## config.mk

```make
export PLATFORM = sky130hd
export DESIGN_NAME = cart_mem_sched
export DESIGN_NICKNAME = d
export VERILOG_FILES = /design/src/rtl/cart_mem_sched.sv
export SDC_FILE = /design/constraint.sdc
export NUM_CORES = 1
export LEC_CHECK = 0
export CELL_PAD_IN_SITES_DETAIL_PLACEMENT = 1
export CELL_PAD_IN_SITES_GLOBAL_PLACEMENT = 1
export CORE_ASPECT_RATIO = 0.75
export CORE_MARGIN = 2
export CORE_UTILIZATION = 40
export CTS_BUF_LIST = sky130_fd_sc_hd__clkbuf_8 sky130_fd_sc_hd__clkbuf_16
export CTS_CLUSTER_SIZE = 12
export DETAILED_ROUTE_END_ITERATION = 16
export PLACE_DENSITY_LB_ADDON = 0.1
export SLEW_MARGIN = 20
export SYNTH_ARGS = -nofsm -noshare
export SYNTH_HDL_FRONTEND = slang
export SYNTH_SLANG_ARGS = --single-unit
```

## constraint.sdc

```tcl
create_clock -name clk -period 4.95 [get_ports clk]
set_input_delay 0.7425 -clock clk [delete_from_list [all_inputs] [get_ports clk]]
set_output_delay 0.7425 -clock clk [all_outputs]
set_load 0.03 [all_outputs]
```

## src/rtl/cart_mem_sched.sv

```systemverilog
// Cartridge memory scheduler: serialises mapped PRG and CHR accesses
// onto one single-port cart memory. CHR has priority; PRG wait is bounded.
module cart_mem_sched #(
    parameter int AW           = 22,
    parameter int PRG_MAX_WAIT = 8
) (
    input  logic          clk,
    input  logic          reset,
    input  logic          prg_read,
    input  logic          prg_write,
    input  logic [AW-1:0] prg_aout,
    input  logic          prg_allow,
    input  logic [7:0]    prg_din,
    output logic [7:0]    prg_dout,
    output logic          prg_done,
    input  logic          chr_read,
    input  logic          chr_write,
    input  logic [AW-1:0] chr_aout,
    input  logic          chr_allow,
    input  logic          vram_ce,
    input  logic [7:0]    chr_din,
    output logic [7:0]    chr_dout,
    output logic          chr_done,
    output logic [1:0]    overrun,
    output logic          mem_req,
    output logic          mem_we,
    output logic [AW-1:0] mem_addr,
    output logic [7:0]    mem_wdata,
    input  logic          mem_ack,
    input  logic [7:0]    mem_rdata
);
    localparam int WW = (PRG_MAX_WAIT < 1) ? 1 : $clog2(PRG_MAX_WAIT + 1);
    localparam logic [WW-1:0] W_MAX = WW'(PRG_MAX_WAIT);

    typedef enum logic [1:0] {S_IDLE, S_BUSY, S_GAP} state_t;

    logic [3:0]    r_stb_q;
    logic [3:0]    r_stb_qq;
    logic          r_prg_pend;
    logic          r_prg_we;
    logic [AW-1:0] r_prg_addr;
    logic [7:0]    r_prg_wd;
    logic          r_chr_pend;
    logic          r_chr_we;
    logic [AW-1:0] r_chr_addr;
    logic [7:0]    r_chr_wd;
    state_t        r_state;
    logic          r_sel_chr;
    logic [WW-1:0] r_prg_wait;
    logic          r_mem_req;
    logic          r_mem_we;
    logic [AW-1:0] r_mem_addr;
    logic [7:0]    r_mem_wdata;
    logic [7:0]    r_prg_dout;
    logic [7:0]    r_chr_dout;
    logic          r_prg_done;
    logic          r_chr_done;
    logic [1:0]    r_overrun;

    logic [3:0] w_rise;
    logic       w_ack;
    logic       w_prg_free;
    logic       w_chr_free;
    logic       w_prg_ok;
    logic       w_chr_ok;
    logic       w_force;
    logic       w_pick_chr;

    // Bit order {chr_write, chr_read, prg_write, prg_read}
    assign w_rise     = r_stb_q & ~r_stb_qq;
    assign w_ack      = (r_state == S_BUSY) & mem_ack;
    // A slot releasing on ack this cycle can take a new request
    assign w_prg_free = ~r_prg_pend | (w_ack & ~r_sel_chr);
    assign w_chr_free = ~r_chr_pend | (w_ack & r_sel_chr);
    assign w_prg_ok   = (w_rise[0] | w_rise[1]) & prg_allow;
    assign w_chr_ok   = (w_rise[2] | w_rise[3]) & ~vram_ce
                      & (~w_rise[3] | chr_allow);
    assign w_force    = (r_prg_wait >= W_MAX);
    assign w_pick_chr = r_chr_pend & ~(r_prg_pend & w_force);

    assign prg_dout  = r_prg_dout;
    assign prg_done  = r_prg_done;
    assign chr_dout  = r_chr_dout;
    assign chr_done  = r_chr_done;
    assign overrun   = r_overrun;
    assign mem_req   = r_mem_req;
    assign mem_we    = r_mem_we;
    assign mem_addr  = r_mem_addr;
    assign mem_wdata = r_mem_wdata;

    // Two-stage strobe registers for rising-edge detection
    always_ff @(posedge clk or posedge reset) begin
        if (reset) begin
            r_stb_q  <= '0;
            r_stb_qq <= '0;
        end else begin
            r_stb_q  <= {chr_write, chr_read, prg_write, prg_read};
            r_stb_qq <= r_stb_q;
        end
    end

    // PRG slot: capture on an allowed edge when free, release on its ack
    always_ff @(posedge clk or posedge reset) begin
        if (reset) begin
            r_prg_pend <= 1'b0;
            r_prg_we   <= 1'b0;
            r_prg_addr <= '0;
            r_prg_wd   <= '0;
        end else begin
            if (w_ack && !r_sel_chr) r_prg_pend <= 1'b0;
            if (w_prg_ok && w_prg_free) begin
                r_prg_pend <= 1'b1;
                r_prg_we   <= w_rise[1];
                r_prg_addr <= prg_aout;
                r_prg_wd   <= prg_din;
            end
        end
    end

    // CHR slot: capture on a cart-routed, permitted edge when free
    always_ff @(posedge clk or posedge reset) begin
        if (reset) begin
            r_chr_pend <= 1'b0;
            r_chr_we   <= 1'b0;
            r_chr_addr <= '0;
            r_chr_wd   <= '0;
        end else begin
            if (w_ack && r_sel_chr) r_chr_pend <= 1'b0;
            if (w_chr_ok && w_chr_free) begin
                r_chr_pend <= 1'b1;
                r_chr_we   <= w_rise[3];
                r_chr_addr <= chr_aout;
                r_chr_wd   <= chr_din;
            end
        end
    end

    // One-cycle overrun flag for accepted-class edges hitting a busy slot
    always_ff @(posedge clk or posedge reset) begin
        if (reset) begin
            r_overrun <= 2'b00;
        end else begin
            r_overrun <= {w_chr_ok & ~w_chr_free, w_prg_ok & ~w_prg_free};
        end
    end

    // Arbiter and memory handshake FSM with registered outputs
    always_ff @(posedge clk or posedge reset) begin
        if (reset) begin
            r_state     <= S_IDLE;
            r_sel_chr   <= 1'b0;
            r_prg_wait  <= '0;
            r_mem_req   <= 1'b0;
            r_mem_we    <= 1'b0;
            r_mem_addr  <= '0;
            r_mem_wdata <= '0;
            r_prg_dout  <= '0;
            r_chr_dout  <= '0;
            r_prg_done  <= 1'b0;
            r_chr_done  <= 1'b0;
        end else begin
            r_prg_done <= 1'b0;
            r_chr_done <= 1'b0;
            unique case (r_state)
                S_IDLE: begin
                    if (r_prg_pend || r_chr_pend) begin
                        r_state     <= S_BUSY;
                        r_sel_chr   <= w_pick_chr;
                        r_mem_req   <= 1'b1;
                        r_mem_we    <= w_pick_chr ? r_chr_we : r_prg_we;
                        r_mem_addr  <= w_pick_chr ? r_chr_addr : r_prg_addr;
                        r_mem_wdata <= w_pick_chr ? r_chr_wd : r_prg_wd;
                        if (!w_pick_chr) begin
                            r_prg_wait <= '0;
                        end else if (r_prg_pend && r_prg_wait < W_MAX) begin
                            r_prg_wait <= r_prg_wait + 1'b1;
                        end
                    end
                end
                S_BUSY: begin
                    if (mem_ack) begin
                        r_mem_req <= 1'b0;
                        r_mem_we  <= 1'b0;
                        r_state   <= S_GAP;
                        if (r_sel_chr) begin
                            r_chr_done <= 1'b1;
                            if (!r_mem_we) r_chr_dout <= mem_rdata;
                        end else begin
                            r_prg_done <= 1'b1;
                            if (!r_mem_we) r_prg_dout <= mem_rdata;
                        end
                    end
                end
                S_GAP: begin
                    r_state <= S_IDLE;
                end
                default: begin
                    r_state <= S_IDLE;
                end
            endcase
        end
    end
endmodule

```

After elaboration in Yosys (flattened, before gate mapping)
Index checks and enable logic that the tools add are counted.
Operators by class
  $add $sub $neg: 1
  reductions and logical operators: 17
  magnitude comparators: 2
  $mul: 0
  div/mod/pow operators: 0
  bitwise logic cells: 26
  muxes and demuxes: 23
  equal/unequal tests: 4
  shifts and indexed selects: 0
Operator list (number)
  two-way mux 22 bit: 1
  two-way mux 1 bit: 14
  AND 1 bit: 10
  inverter 1 bit: 9
  two-way mux 4 bit: 2
  two-way mux 8 bit: 1
  AND reduction 4 bit: 2
  AND reduction 3 bit: 2
  nonzero test 2 bit: 3
  logical AND 1 bit: 5
  OR 1 bit: 5
  adder 4 x 1 -> 4 bit, second input constant: 1
  AND 4 bit: 1
  >= comparator 4 bit, second input constant: 1
  < comparator 4 bit, second input constant: 1
  two-way mux 2 bit: 2
  inequality test 2 bit, second input constant: 2
  inverter 4 bit: 1
  case mux 1 bit (2 select lines): 2
  case mux 2 bit (2 select lines): 1
  AND reduction 2 bit: 2
  == test 2 x 1 -> 1 bit, second input constant: 1
  logical NOT 2 bit: 1
  inequality test 2 x 1 -> 1 bit, second input constant: 1
  2 further kinds: 2
Storage, ports and cells
  flip-flop bits (word level): 131
  memory bits (read-only): 0
  bits in latches: 0
  memories kept: 0
  output and inout bits: 52
  input port bits: 78
  memory bits (writable): 0

Logic depth before layout (Yosys ltp)
  word-level depth: 7
  depth in mapped cells: 6
  gate-level depth less buffers: 4

Least setup slack after synthesis
OpenSTA, ideal clock, no wires.
  kind: input -> register
  start: in mem_ack
  end: reg r_chr_addr[0]
  setup slack: 3072 ps
  required time: 4825 ps
  stages on the path: 6
  buffers on the path: 2
  data arrival time: 1753 ps
  cell sequence: nand3b_4 > o21ai_4 > and3b_1 > buf_6 > buf_12 > mux2_4
On the way
  cells in the longest elaborated chain, start to end: 4
Ends and longest elaborated chain
  start, declared: RTL line 29  | input logic mem_ack,
  AND 1 bit: RTL line 71  | assign w_ack = (r_state == S_BUSY) & mem_ack;
  AND 1 bit: RTL line 74  | assign w_chr_free = ~r_chr_pend | (w_ack & r_sel_chr);
  OR 1 bit: RTL line 74
  logical AND 1 bit: RTL line 129  | if (w_chr_ok && w_chr_free) begin
  end signal, assigned: RTL line 132  | r_chr_addr <= chr_aout;
  end, declared: RTL line 45  | logic [AW-1:0] r_chr_addr;
No other way between the ends.
A chain may end at the register's enable or synchronous reset.

Final worst setup path
  start: in mem_ack
  end: reg r_chr_addr[5]
Same word-level chain as after synthesis.

==> flow_summary.toml <==
[critical_path]
critical_path_class = "in2reg"
reg2reg_slack_ps = 2580
end_kind = "register"
start_kind = "primary input"
cpMaxStageDelayCell = "and3b_2"
worstPathCellList = "clkdlybuf4s50_1 -> nand3b_4 -> o21ai_4 -> and3b_2 -> buf_4 -> mux2_4"
max_stage_delay_ps = 740
required_ps = 5250
critical_path_buf_inv_count = 2
cp_max_fo = 22
cp_data_arrival_time_ps = 3060
critPathTopFamily = "simple AND/OR/NAND/NOR gates"

[global_route]
grt_usage_pct = 17.9
grt_max_degree = 100
grt.overflow.total = 0
grt_first_pass_wirelength_mm = 19.6
grt_pass1_vias = 3700
antenna_found_initial = 0

[place]
dp_slack_ps = 1750
place.gp.congestion = 0.732
place_inst = 657
numPortBuffers = 129
hpwlAfterDp_mm = 7.62

[sta]
tightest_slew_ps = 942
finClkSkew_ps = 10.7
setup_violations = 0
fin_crit_ps = 2770
worst_slack_ps = 2180
rsz0062_at_grt = "false"
relSlewSlack_pct = 37.2
post-route-period-util_pct = 55.9
max_freq_mhz = 362
final_hold_viol_count = 0
tns_ps = 0
report.final.slew_viol_count = 0

[final_layout]
antenna_cells = 0
final_cell_mix = "dfrtp_1, clkdlybuf4s50_1, mux2_2"
fin_util_pct = 57.1
nFillCells = 1280
seq_area_sq_um = 3280
drive_above_1_share_pct = 23.7
stdcell_count = 689
multi_input_area_sq_um = 1920
fin_nets = 585
final_common_cell = "dfrtp_1"
area_delta_synth_final_pct = 38.7

[floorplan]
chipWidth_microns = 138
fp.dieH_microns = 104
dieArea_sq_um = 14400
io_pins = 130
rows = 36
initial_core_util_pct = 41.1
core_area_sq_um = 13100

[yosys]
synthMuxAreaShare_pct = 24.7
synth-xor-area-share_pct = 0
ys_ff_latch = 131
synthCells = 371
synth_top_family_by_area = "multiplexers"
yosys_warnings = 0
synth_fp_nets = 451
syn_area_per_cell_sq_um = 14.5
synth-simple-area-share_pct = 5.29
synth_compound_area_share_pct = 4.84
synth_area_sq_um = 5370
synth_fa_ha_area_share_pct = 0.466
ys_seq_area_share_pct = 61.0
yosysUniqueCellTypes = 32

[power]
p_comb_share_pct = 37.7
peakVddDrop_v = 0.000312
p_int_mw = 3.55
p_seq_share_pct = 34.8
pwr-share-clk_pct = 27.5
switchingPower_mw = 1.79
p_leak_nw = 3.38
swShare_pct = 33.5
powerDensity_nw_per_um2 = 716

[clock_network]
cts_sinks = 131
worst_skew_pair.late_latency_ps = 410
h-tree-depth = 4
cts_made_buffers = 17
cts-resized-gates = 0
cts_buffer_depth = 2
cts.reportedPaths.clkPinSlew_ps = 60
postCtsSetupRepairBufs = 0
ctsHoldBuffers = 0
cts_root_buf = "clkbuf_16"
cts_tree = "yes"

[status]
status = "finished, final reports clean"

[routing]
finalWirelength_mm = 12.1
routed-via-count = 3381
drtPass1Iterations = 4
drt_iter0_markers = 81
vias_per_cell = 4.91
drc = 0
final_antenna_net_count = 0
wire_per_inst_microns = 17.6

[run]
drv_cap = 0

[worst_hold_path]
hold_path.class = "reg2reg"
## metrics by stage
step | hold WS, ps | power, mW | area, sq um
finish | 371 | 5.34 | 7460
global placement | 356 | 3.83 | 6760
detailed placement | 358 | 3.90 | 6760
CTS | 370 | 5.42 | 7460
floorplan | 347 | 3.19 | 5370
global route | 377 | 5.65 | 7460
## state kept, by name, indices dropped and copies added (netlist names), 8 cells and up
signal	cells
r_chr_wd	8
chr_dout	8
r_chr_addr	22
r_prg_wd	8
mem_addr	22
mem_wdata	8
prg_dout	8
r_prg_addr	22
## layout make-up
class,count,area share (%)
sequential,131,44.0
multi-input combinational,216,25.8
timing repair buffer,133,17.7
clock buffer,20,6.26
clock inverter,12,3.02
tap,171,2.87
inverter,6,0.369
## cells by family after synthesis
logic type / count (synthesis)
buf+inv: 24
fa+ha+maj: 2
mux: 109
simple gates: 60
compound gates: 45
flops: 131
## metal layers
layer | global-route usage (%) | vias up | wire (microns)
li1 | - | 1553 | -
met1 | 23.4 | 1730 | 5330
met2 | 28.4 | 90 | 5890
met3 | 6.92 | 8 | 805
met4 | 3.94 | 0 | 73
met5 | 0 | - | 0
## synthesized netlist by cell type (all sizes together)
| library cell | n | share of area, % |
|---|---|---|
| a21boi | 1 | 0.14 |
| a22o | 1 | 0.16 |
| a31o | 1 | 0.16 |
| and3 | 1 | 0.12 |
| and3b | 1 | 0.16 |
| buf | 12 | 2.9 |
| clkbuf | 6 | 0.42 |
| dfrtp | 131 | 61 |
| ha | 2 | 0.47 |
| inv | 6 | 0.42 |
| mux2 | 78 | 19 |
| mux2i | 31 | 5.8 |
| nand2 | 37 | 2.6 |
| nand2b | 3 | 0.35 |
| nand3 | 1 | 0.093 |
| nand3b | 2 | 0.51 |
| nor2 | 8 | 0.56 |
| nor2b | 4 | 0.47 |
| nor3 | 1 | 0.19 |
| o21a | 1 | 0.14 |
| o21ai | 39 | 3.9 |
| o22a | 1 | 0.16 |
| o2bb2ai | 1 | 0.16 |
| or2b | 1 | 0.14 |
| or3 | 1 | 0.12 |
## power groups by stage
stage | combinational, mW | clock (mW) | sequential (mW)
CTS | 2.05 | 1.50 | 1.86
floorplan | 1.02 | 0 | 2.18
finish | 2.01 | 1.47 | 1.86
global placement | 1.98 | 0 | 1.85
detailed placement | 2.03 | 0 | 1.87
global route | 2.19 | 1.54 | 1.93
## final timing paths
kind	end	from	cells after the start
max in group asynchronous	r_prg_addr[17]	reset	3
min in group asynchronous	chr_dout[3]	reset	2
min	r_stb_qq[1]	r_stb_q[1]	0
max reg2reg	r_chr_addr[5]	r_state[1]	5
max	r_chr_addr[5]	mem_ack	6
min reg2reg	r_stb_qq[1]	r_stb_q[1]	0
## worst reg2reg max path, stage by stage, from the launching register on
cell and delay [ps]:
dfrtp_1 380, nand3b_4 230, o21ai_4 190, and3b_2 740, buf_4 370, mux2_4 330
Power figures use the tool's default switching activity.
